**config.mk**
```make
export PLATFORM = sky130hd
export DESIGN_NAME = chacha20_block_sequencer_flat
export DESIGN_NICKNAME = d
export VERILOG_FILES = /design/src/rtl/chacha20_block_sequencer_pkg.sv /design/src/rtl/chacha20_block_sequencer_if.sv /design/src/rtl/chacha20_block_sequencer_qround.sv /design/src/rtl/chacha20_block_sequencer.sv /design/src/flat_wrapper.sv
export SDC_FILE = /design/constraint.sdc
export NUM_CORES = 2
export LEC_CHECK = 0
export CORE_MARGIN = 4
export CORE_UTILIZATION = 45
export DETAILED_ROUTE_END_ITERATION = 10
export PLACE_DENSITY = 0.79
export SLEW_MARGIN = 10
export SYNTH_ARGS = -nofsm -noshare
export SYNTH_HDL_FRONTEND = slang
export SYNTH_SLANG_ARGS = --single-unit
```
**constraint.sdc**
```tcl
create_clock -name clk -period 17.3 [get_ports clk]
set_input_delay 2.595 -clock clk [delete_from_list [all_inputs] [get_ports clk]]
set_output_delay 2.595 -clock clk [all_outputs]
set_load 0.02 [all_outputs]
```
**src/rtl/chacha20_block_sequencer_pkg.sv**
```systemverilog
// Shared types, constants and helpers for the ChaCha20 block sequencer and its quarter-round core.
package chacha20_block_sequencer_pkg;

    typedef logic [31:0] word_t;
    typedef word_t [15:0] state_t;

    typedef enum logic [1:0] {StIdle, StRound, StFinal, StOut} fsm_e;

    // Word indices of one quarter-round, a in the top nibble.
    typedef struct packed {
        logic [3:0] a;
        logic [3:0] b;
        logic [3:0] c;
        logic [3:0] d;
    } qr_sel_t;

    localparam word_t SIGMA [4] = '{32'h61707865, 32'h3320646e, 32'h79622d32, 32'h6b206574};

    localparam logic [15:0] COL_SEL  [4] = '{16'h048c, 16'h159d, 16'h26ae, 16'h37bf};
    localparam logic [15:0] DIAG_SEL [4] = '{16'h05af, 16'h16bc, 16'h278d, 16'h349e};

    function automatic qr_sel_t qr_sel(input logic [2:0] idx);
        if (idx[2]) begin
            return qr_sel_t'(DIAG_SEL[idx[1:0]]);
        end
        return qr_sel_t'(COL_SEL[idx[1:0]]);
    endfunction

    function automatic word_t rotl(input word_t x, input int unsigned n);
        return (x << n) | (x >> (32 - n));
    endfunction

    // Feed-forward: per-word add, carries never cross word boundaries.
    function automatic state_t state_add(input state_t x, input state_t y);
        state_t r;
        for (int i = 0; i < 16; i++) begin
            r[i] = x[i] + y[i];
        end
        return r;
    endfunction

endpackage

```
**src/rtl/chacha20_block_sequencer_if.sv**
```systemverilog
// Request/keystream bus between the AEAD top level (master) and the block sequencer (slave).
interface chacha20_block_sequencer_if #(
    parameter int unsigned NBLK_W = 8
);
    logic              req_valid;
    logic              req_ready;
    logic [255:0]      req_key;
    logic [95:0]       req_nonce;
    logic [31:0]       req_counter;
    logic [NBLK_W-1:0] req_nblocks;
    logic              out_valid;
    logic              out_ready;
    logic [511:0]      out_block;
    logic [31:0]       out_counter;
    logic              out_last;
    logic              busy;
    logic              ctr_wrap;

    modport master (
        output req_valid, req_key, req_nonce, req_counter, req_nblocks, out_ready,
        input  req_ready, out_valid, out_block, out_counter, out_last, busy, ctr_wrap
    );

    modport slave (
        input  req_valid, req_key, req_nonce, req_counter, req_nblocks, out_ready,
        output req_ready, out_valid, out_block, out_counter, out_last, busy, ctr_wrap
    );
endinterface

```
**src/rtl/chacha20_block_sequencer_qround.sv**
```systemverilog
// Combinational ChaCha quarter-round: add/xor/rotate by 16, 12, 8, 7.
module chacha20_block_sequencer_qround
    import chacha20_block_sequencer_pkg::*;
(
    input  word_t a,
    input  word_t b,
    input  word_t c,
    input  word_t d,
    output word_t na,
    output word_t nb,
    output word_t nc,
    output word_t nd
);
    word_t a1, b1, c1, d1;

    always_comb begin
        a1 = a + b;
        d1 = rotl(d ^ a1, 16);
        c1 = c + d1;
        b1 = rotl(b ^ c1, 12);
        na = a1 + b1;
        nd = rotl(d1 ^ na, 8);
        nc = c1 + nd;
        nb = rotl(b1 ^ nc, 7);
    end
endmodule

```
**src/rtl/chacha20_block_sequencer.sv**
```systemverilog
// ChaCha20 block sequencer: one quarter-round per cycle, feed-forward, counter auto-increment.
// Optional CHACHA_ZEROIZE_EN clears key/state material and out_block on every return to idle.
module chacha20_block_sequencer
    import chacha20_block_sequencer_pkg::*;
#(
    parameter int unsigned ROUNDS = 20,
    parameter int unsigned NBLK_W = 8
) (
    input logic                      clk,
    input logic                      rst,
    chacha20_block_sequencer_if.slave bus
);
    localparam int unsigned QR_TOTAL = ROUNDS * 4;
    localparam int unsigned QR_W     = $clog2(QR_TOTAL);

    fsm_e              state_q;
    state_t            init_q;
    state_t            work_q;
    logic [QR_W-1:0]   qr_cnt_q;
    logic [NBLK_W-1:0] blocks_left_q;
    logic              req_ready_q;
    logic              busy_q;
    logic              out_valid_q;
    logic              out_last_q;
    logic [511:0]      out_block_q;
    word_t             out_counter_q;
    logic              ctr_wrap_q;

    state_t  req_state;
    state_t  next_init;
    qr_sel_t sel;
    word_t   qa, qb, qc, qd;
    word_t   na, nb, nc, nd;

    always_comb begin
        req_state = '0;
        for (int i = 0; i < 4; i++) begin
            req_state[i] = SIGMA[i];
        end
        for (int i = 0; i < 8; i++) begin
            req_state[4+i] = bus.req_key[32*i +: 32];
        end
        req_state[12] = bus.req_counter;
        for (int i = 0; i < 3; i++) begin
            req_state[13+i] = bus.req_nonce[32*i +: 32];
        end
    end

    always_comb begin
        next_init     = init_q;
        next_init[12] = init_q[12] + 32'd1;
    end

    always_comb begin
        sel = qr_sel(qr_cnt_q[2:0]);
        qa  = work_q[sel.a];
        qb  = work_q[sel.b];
        qc  = work_q[sel.c];
        qd  = work_q[sel.d];
    end

    chacha20_block_sequencer_qround u_qround (
        .a  (qa),
        .b  (qb),
        .c  (qc),
        .d  (qd),
        .na (na),
        .nb (nb),
        .nc (nc),
        .nd (nd)
    );

    always_ff @(posedge clk) begin
        if (rst) begin
            state_q       <= StIdle;
            qr_cnt_q      <= '0;
            blocks_left_q <= '0;
            req_ready_q   <= 1'b1;
            busy_q        <= 1'b0;
            out_valid_q   <= 1'b0;
            out_last_q    <= 1'b0;
            out_block_q   <= '0;
            out_counter_q <= '0;
            ctr_wrap_q    <= 1'b0;
`ifdef CHACHA_ZEROIZE_EN
            init_q        <= '0;
            work_q        <= '0;
`endif
        end else begin
            case (state_q)
                StIdle: begin
                    if (bus.req_valid) begin
                        init_q        <= req_state;
                        work_q        <= req_state;
                        blocks_left_q <= (bus.req_nblocks == '0) ? NBLK_W'(1) : bus.req_nblocks;
                        qr_cnt_q      <= '0;
                        ctr_wrap_q    <= 1'b0;
                        req_ready_q   <= 1'b0;
                        busy_q        <= 1'b1;
                        state_q       <= StRound;
                    end
                end
                StRound: begin
                    work_q[sel.a] <= na;
                    work_q[sel.b] <= nb;
                    work_q[sel.c] <= nc;
                    work_q[sel.d] <= nd;
                    if (qr_cnt_q == QR_W'(QR_TOTAL - 1)) begin
                        qr_cnt_q <= '0;
                        state_q  <= StFinal;
                    end else begin
                        qr_cnt_q <= qr_cnt_q + 1'b1;
                    end
                end
                StFinal: begin
                    out_block_q   <= state_add(work_q, init_q);
                    out_counter_q <= init_q[12];
                    out_last_q    <= (blocks_left_q == NBLK_W'(1));
                    out_valid_q   <= 1'b1;
                    state_q       <= StOut;
                end
                StOut: begin
                    // Everything holds until the consumer takes the block.
                    if (bus.out_ready) begin
                        out_valid_q <= 1'b0;
                        out_last_q  <= 1'b0;
                        if (out_last_q) begin
                            req_ready_q <= 1'b1;
                            busy_q      <= 1'b0;
                            state_q     <= StIdle;
`ifdef CHACHA_ZEROIZE_EN
                            init_q      <= '0;
                            work_q      <= '0;
                            out_block_q <= '0;
`endif
                        end else begin
                            if (init_q[12] == 32'hffff_ffff) begin
                                ctr_wrap_q <= 1'b1;
                            end
                            init_q        <= next_init;
                            work_q        <= next_init;
                            blocks_left_q <= blocks_left_q - NBLK_W'(1);
                            state_q       <= StRound;
                        end
                    end
                end
                default: state_q <= StIdle;
            endcase
        end
    end

    assign bus.req_ready   = req_ready_q;
    assign bus.busy        = busy_q;
    assign bus.out_valid   = out_valid_q;
    assign bus.out_last    = out_last_q;
    assign bus.out_block   = out_block_q;
    assign bus.out_counter = out_counter_q;
    assign bus.ctr_wrap    = ctr_wrap_q;
endmodule

```
**src/flat_wrapper.sv**
```systemverilog
// flat-port wrapper written by rule: the top's interface ports become plain ports
module chacha20_block_sequencer_flat import chacha20_block_sequencer_pkg::*;
#(
    parameter int unsigned ROUNDS = 20,
    parameter int unsigned NBLK_W = 8
)
  (clk, rst, bus_req_valid, bus_req_key, bus_req_nonce, bus_req_counter, bus_req_nblocks, bus_out_ready, bus_req_ready, bus_out_valid, bus_out_block, bus_out_counter, bus_out_last, bus_busy, bus_ctr_wrap);
  chacha20_block_sequencer_if #(.NBLK_W(NBLK_W)) bus_i ();
  input logic clk;
  input logic rst;
  input wire logic [$bits(bus_i.req_valid)-1:0] bus_req_valid;
  input wire logic [$bits(bus_i.req_key)-1:0] bus_req_key;
  input wire logic [$bits(bus_i.req_nonce)-1:0] bus_req_nonce;
  input wire logic [$bits(bus_i.req_counter)-1:0] bus_req_counter;
  input wire logic [$bits(bus_i.req_nblocks)-1:0] bus_req_nblocks;
  input wire logic [$bits(bus_i.out_ready)-1:0] bus_out_ready;
  output wire logic [$bits(bus_i.req_ready)-1:0] bus_req_ready;
  output wire logic [$bits(bus_i.out_valid)-1:0] bus_out_valid;
  output wire logic [$bits(bus_i.out_block)-1:0] bus_out_block;
  output wire logic [$bits(bus_i.out_counter)-1:0] bus_out_counter;
  output wire logic [$bits(bus_i.out_last)-1:0] bus_out_last;
  output wire logic [$bits(bus_i.busy)-1:0] bus_busy;
  output wire logic [$bits(bus_i.ctr_wrap)-1:0] bus_ctr_wrap;
  assign bus_i.req_valid = bus_req_valid;
  assign bus_i.req_key = bus_req_key;
  assign bus_i.req_nonce = bus_req_nonce;
  assign bus_i.req_counter = bus_req_counter;
  assign bus_i.req_nblocks = bus_req_nblocks;
  assign bus_i.out_ready = bus_out_ready;
  assign bus_req_ready = bus_i.req_ready;
  assign bus_out_valid = bus_i.out_valid;
  assign bus_out_block = bus_i.out_block;
  assign bus_out_counter = bus_i.out_counter;
  assign bus_out_last = bus_i.out_last;
  assign bus_busy = bus_i.busy;
  assign bus_ctr_wrap = bus_i.ctr_wrap;
  chacha20_block_sequencer #(.ROUNDS(ROUNDS), .NBLK_W(NBLK_W)) u_core (.clk(clk), .rst(rst), .bus(bus_i));
endmodule
```
==> impl_metrics.csv <==
group,metric,value,unit
logic_synthesis,async_reset_ff_frac,0,
status,run_status,"completed",
timing,slew_headroom,0.04179,
detailed_routing,route.detailed.drc,0,
worst_setup_path,path_class,"flop to flop",
detailed_routing,ant_nets,0,
grt,grt_max_degree,195,
min_path,hold_path_class,"flop to flop",
clocking,cts-root-buf,"clkbuf_16",
clocking,clockBufferDepth,3,
clocking,cts_tree,"done",
layout,area_growth,20.38,%
die,die_x,454.3,µm
timing,drv_slew,0,
layout,fill_cells,17309,
logic_synthesis,yosysTopAreaCell,"edfxtp_1",
worst_setup_path,worstPathMaxFanout,19,
die,dieArea,206400,µm²
grt,grt_pass1_wl,551400,µm
placement,hpwl,304600,µm
worst_setup_path,rr_worst_depth,71,
die,io_pins,945,
detailed_routing,vias,81243,
detailed_routing,wl_per_cell,30.57,µm
clocking,h-tree-depth,4,
logic_synthesis,syn_inst,9318,
timing,finalHoldViolations,0,
worst_setup_path,worstReg2RegStart,"u_core.qr_cnt_q[1]",
detailed_routing,routed_wirelength,395200,µm
placement,pre_cts_slack,-0.01546,ns
layout,drive_above_1_share,0.06523,
logic_synthesis,ys_seq_elements,1462,
timing,fin_setup_tns,0,ns
run,max_cap_violations,0,
logic_synthesis,synth_fp_nets,10229,
detailed_routing,first_pass_iters,7,
grt,grt_overflow,0,
timing,fin_skew,0.04315,ns
logic_synthesis,synth_top_area_share,0.3002,
layout,finish.utilization,0.5459,
worst_setup_path,crit_end,"u_core.work_q[163]",
clocking,insertion_delay,0.88,ns
timing,tightest_slew,1.432,ns
timing,setup_viol,0,
logic_synthesis,synth_area_leaders,"edfxtp_1, dfxtp_1, ha_1",
worst_setup_path,crit_required,17.90,ns
logic_synthesis,synth-edff-count,896,
timing,min_period,16.29,ns
worst_setup_path,slowest_stage,"fa_1",
die,rows,163,
detailed_routing,drt_iter0_markers,11343,
logic_synthesis,yosysWarnings,0,
layout,fin_nets,11038,
die,start_util,0.4535,
grt,grt_util_all_layers,0.3680,
placement,port_buffers,944,
clocking,holdBufCountCts,0,
worst_setup_path,path_common_cell,"o21ai_0",
worst_setup_path,critPathLaunch,"u_core.qr_cnt_q[1]",
worst_setup_path,rr_endpoint,"u_core.work_q[163]",
grt,antenna_found_initial,31,
worst_setup_path,slowest_delay,0.45,ns
logic_synthesis,avgSynthCellArea,9.618,µm²
timing,fmax,61.40,MHz
die,core,197600,µm²
worst_setup_path,critPathCaptureType,"flop",
worst_setup_path,startpoint_type,"flop",
clocking,cts.clk_slew.worst_paths,0.06,ns
grt,grt_pass1_vias,76558,
worst_setup_path,r2r_slack,1.01,ns
logic_synthesis,ys.flop_type,"edfxtp_1",
detailed_routing,via_per_inst,6.285,
clocking,cts.sinks,1462,
timing,layout_setup_ws,1.014,ns
worst_setup_path,worst-endpoint-arrival,16.89,ns
timing,period_share,0.9414,
placement,gp_congestion,1.026,
clocking,numCtsBuffers,164,
logic_synthesis,synth_seq_area_share,0.4267,
logic_synthesis,syn_area,89620,µm²
logic_synthesis,synth_cell_types,95,
die,fp.dieH,454.3,µm
==> worst max-delay path: cells and delay by family, from the launching register on <==
family          cells  cell delay (ns)
buf+inv             6             0.82
flops               1             0.34
xor+xnor            8             1.98
simple gates       13             2.30
fa+ha+maj           6             2.05
mux                 2             0.66
compound gates     36             7.83
==> cell usage after synthesis, types with 42 or more instances <==
master / number
nand2b_1: 71
o21ai_1: 42
nand2_1: 596
nor2_1: 1313
a21boi_0: 70
clkbuf_1: 399
nor2b_1: 441
a31oi_1: 60
inv_1: 303
nand3_1: 163
edfxtp_1: 896
o31ai_1: 60
o21ai_0: 492
o21a_1: 44
ha_1: 499
xnor2_1: 445
dfxtp_1: 566
and3_1: 46
xor2_1: 176
a21oi_1: 723
a211oi_1: 162
mux4_2: 125
buf_1: 75
or3_1: 67
a221o_1: 142
a22oi_1: 183
mux2i_1: 407
nor3_1: 148
a21o_1: 76
==> per-layer routing <==
layer | GRT usage | wire length [µm] | vias to the layer above
met5 | 0 | 106 | -
met4 | 0.2725 | 35710 | 16
met3 | 0.07971 | 39290 | 1105
met2 | 0.5545 | 170700 | 4998
met1 | 0.4652 | 149400 | 39435
li1 | - | - | 35689
==> through the flow <==
| stage | area (µm²) | instances | hold WS (ns) |
|---|---|---|---|
| global placement | 102100 | 12597 | 0.4496 |
| finish | 107900 | 12926 | 0.4641 |
| floorplan | 89620 | 9318 | 0.4789 |
| detailed placement | 102100 | 12597 | 0.4580 |
| CTS | 107700 | 12907 | 0.4654 |
| global route | 107900 | 12919 | 0.4804 |
==> what timing repair did <==
item	in CTS	in global routing
setup endpoints to repair	1	69
setup buffers	0	4
gates resized for setup	1	21
pin swaps	0	2
==> sequential cells by signal, indices dropped and copies added, names as in the netlist, 2 cells and up <==
register and cells:
u_core.init_q 384, u_core.bus.out_block 512, u_core.work_q 512, u_core.blocks_left_q 8, u_core.qr_cnt_q 7, u_core.state_q 2
u_core.bus.out_counter 32
==> cells by family after synthesis <==
family | count (synthesis) | share of synthesized area
compound gates | 2386 | 0.1727
xor+xnor | 629 | 0.06252
fa+ha+maj | 522 | 0.07402
buf+inv | 791 | 0.03377
flops | 1462 | 0.4267
mux | 544 | 0.07842
simple gates | 2984 | 0.1519
==> area by class of cell <==
| cell class | count | area, µm² | area share |
|---|---|---|---|
| timing repair buffer | 1129 | 10950 | 0.1015 |
| clock inverter | 69 | 668.1 | 0.006193 |
| sequential | 1462 | 38250 | 0.3545 |
| clock buffer | 241 | 4895 | 0.04537 |
| multi-input combinational | 7065 | 48630 | 0.4507 |
| antenna | 15 | 37.54 | 0.0003479 |
| tap | 2640 | 3303 | 0.03062 |
| inverter | 305 | 1160 | 0.01075 |
==> worst min-delay path by stage <==
stage                     slack (ns)                 startpoint  cells past startpoint                        end
after CTS                       0.47  u_core.bus.out_block[436]                      2  u_core.bus.out_block[436]
after global routing            0.48  u_core.bus.out_block[498]                      2  u_core.bus.out_block[498]
after global placement          0.45  u_core.bus.out_block[404]                      2  u_core.bus.out_block[404]
final                           0.46  u_core.bus.out_block[404]                      2  u_core.bus.out_block[404]
after detailed placement        0.46  u_core.bus.out_block[436]                      2  u_core.bus.out_block[436]
after floorplan                 0.48         u_core.qr_cnt_q[6]                      2         u_core.qr_cnt_q[6]
==> placed cells by master (no fill, tap or decap), types with 76 or more instances in the layout <==
cell,instances
clkdlybuf4s50_1,943
inv_1,301
xnor2_1,435
dfxtp_1,563
a21o_1,76
nor2_1,1306
nand3_1,163
clkbuf_16,173
buf_4,176
nor3_1,148
ha_1,491
mux2i_1,407
xor2_1,173
a22oi_1,183
a211oi_1,160
nand2_1,595
a221o_1,142
o21ai_0,491
mux4_2,125
a21oi_1,722
edfxtp_1,896
nor2b_1,440
Power is left out: the tool's default activity adds up to more than one toggle a clock period on the data nets, which glitch-free logic cannot reach.
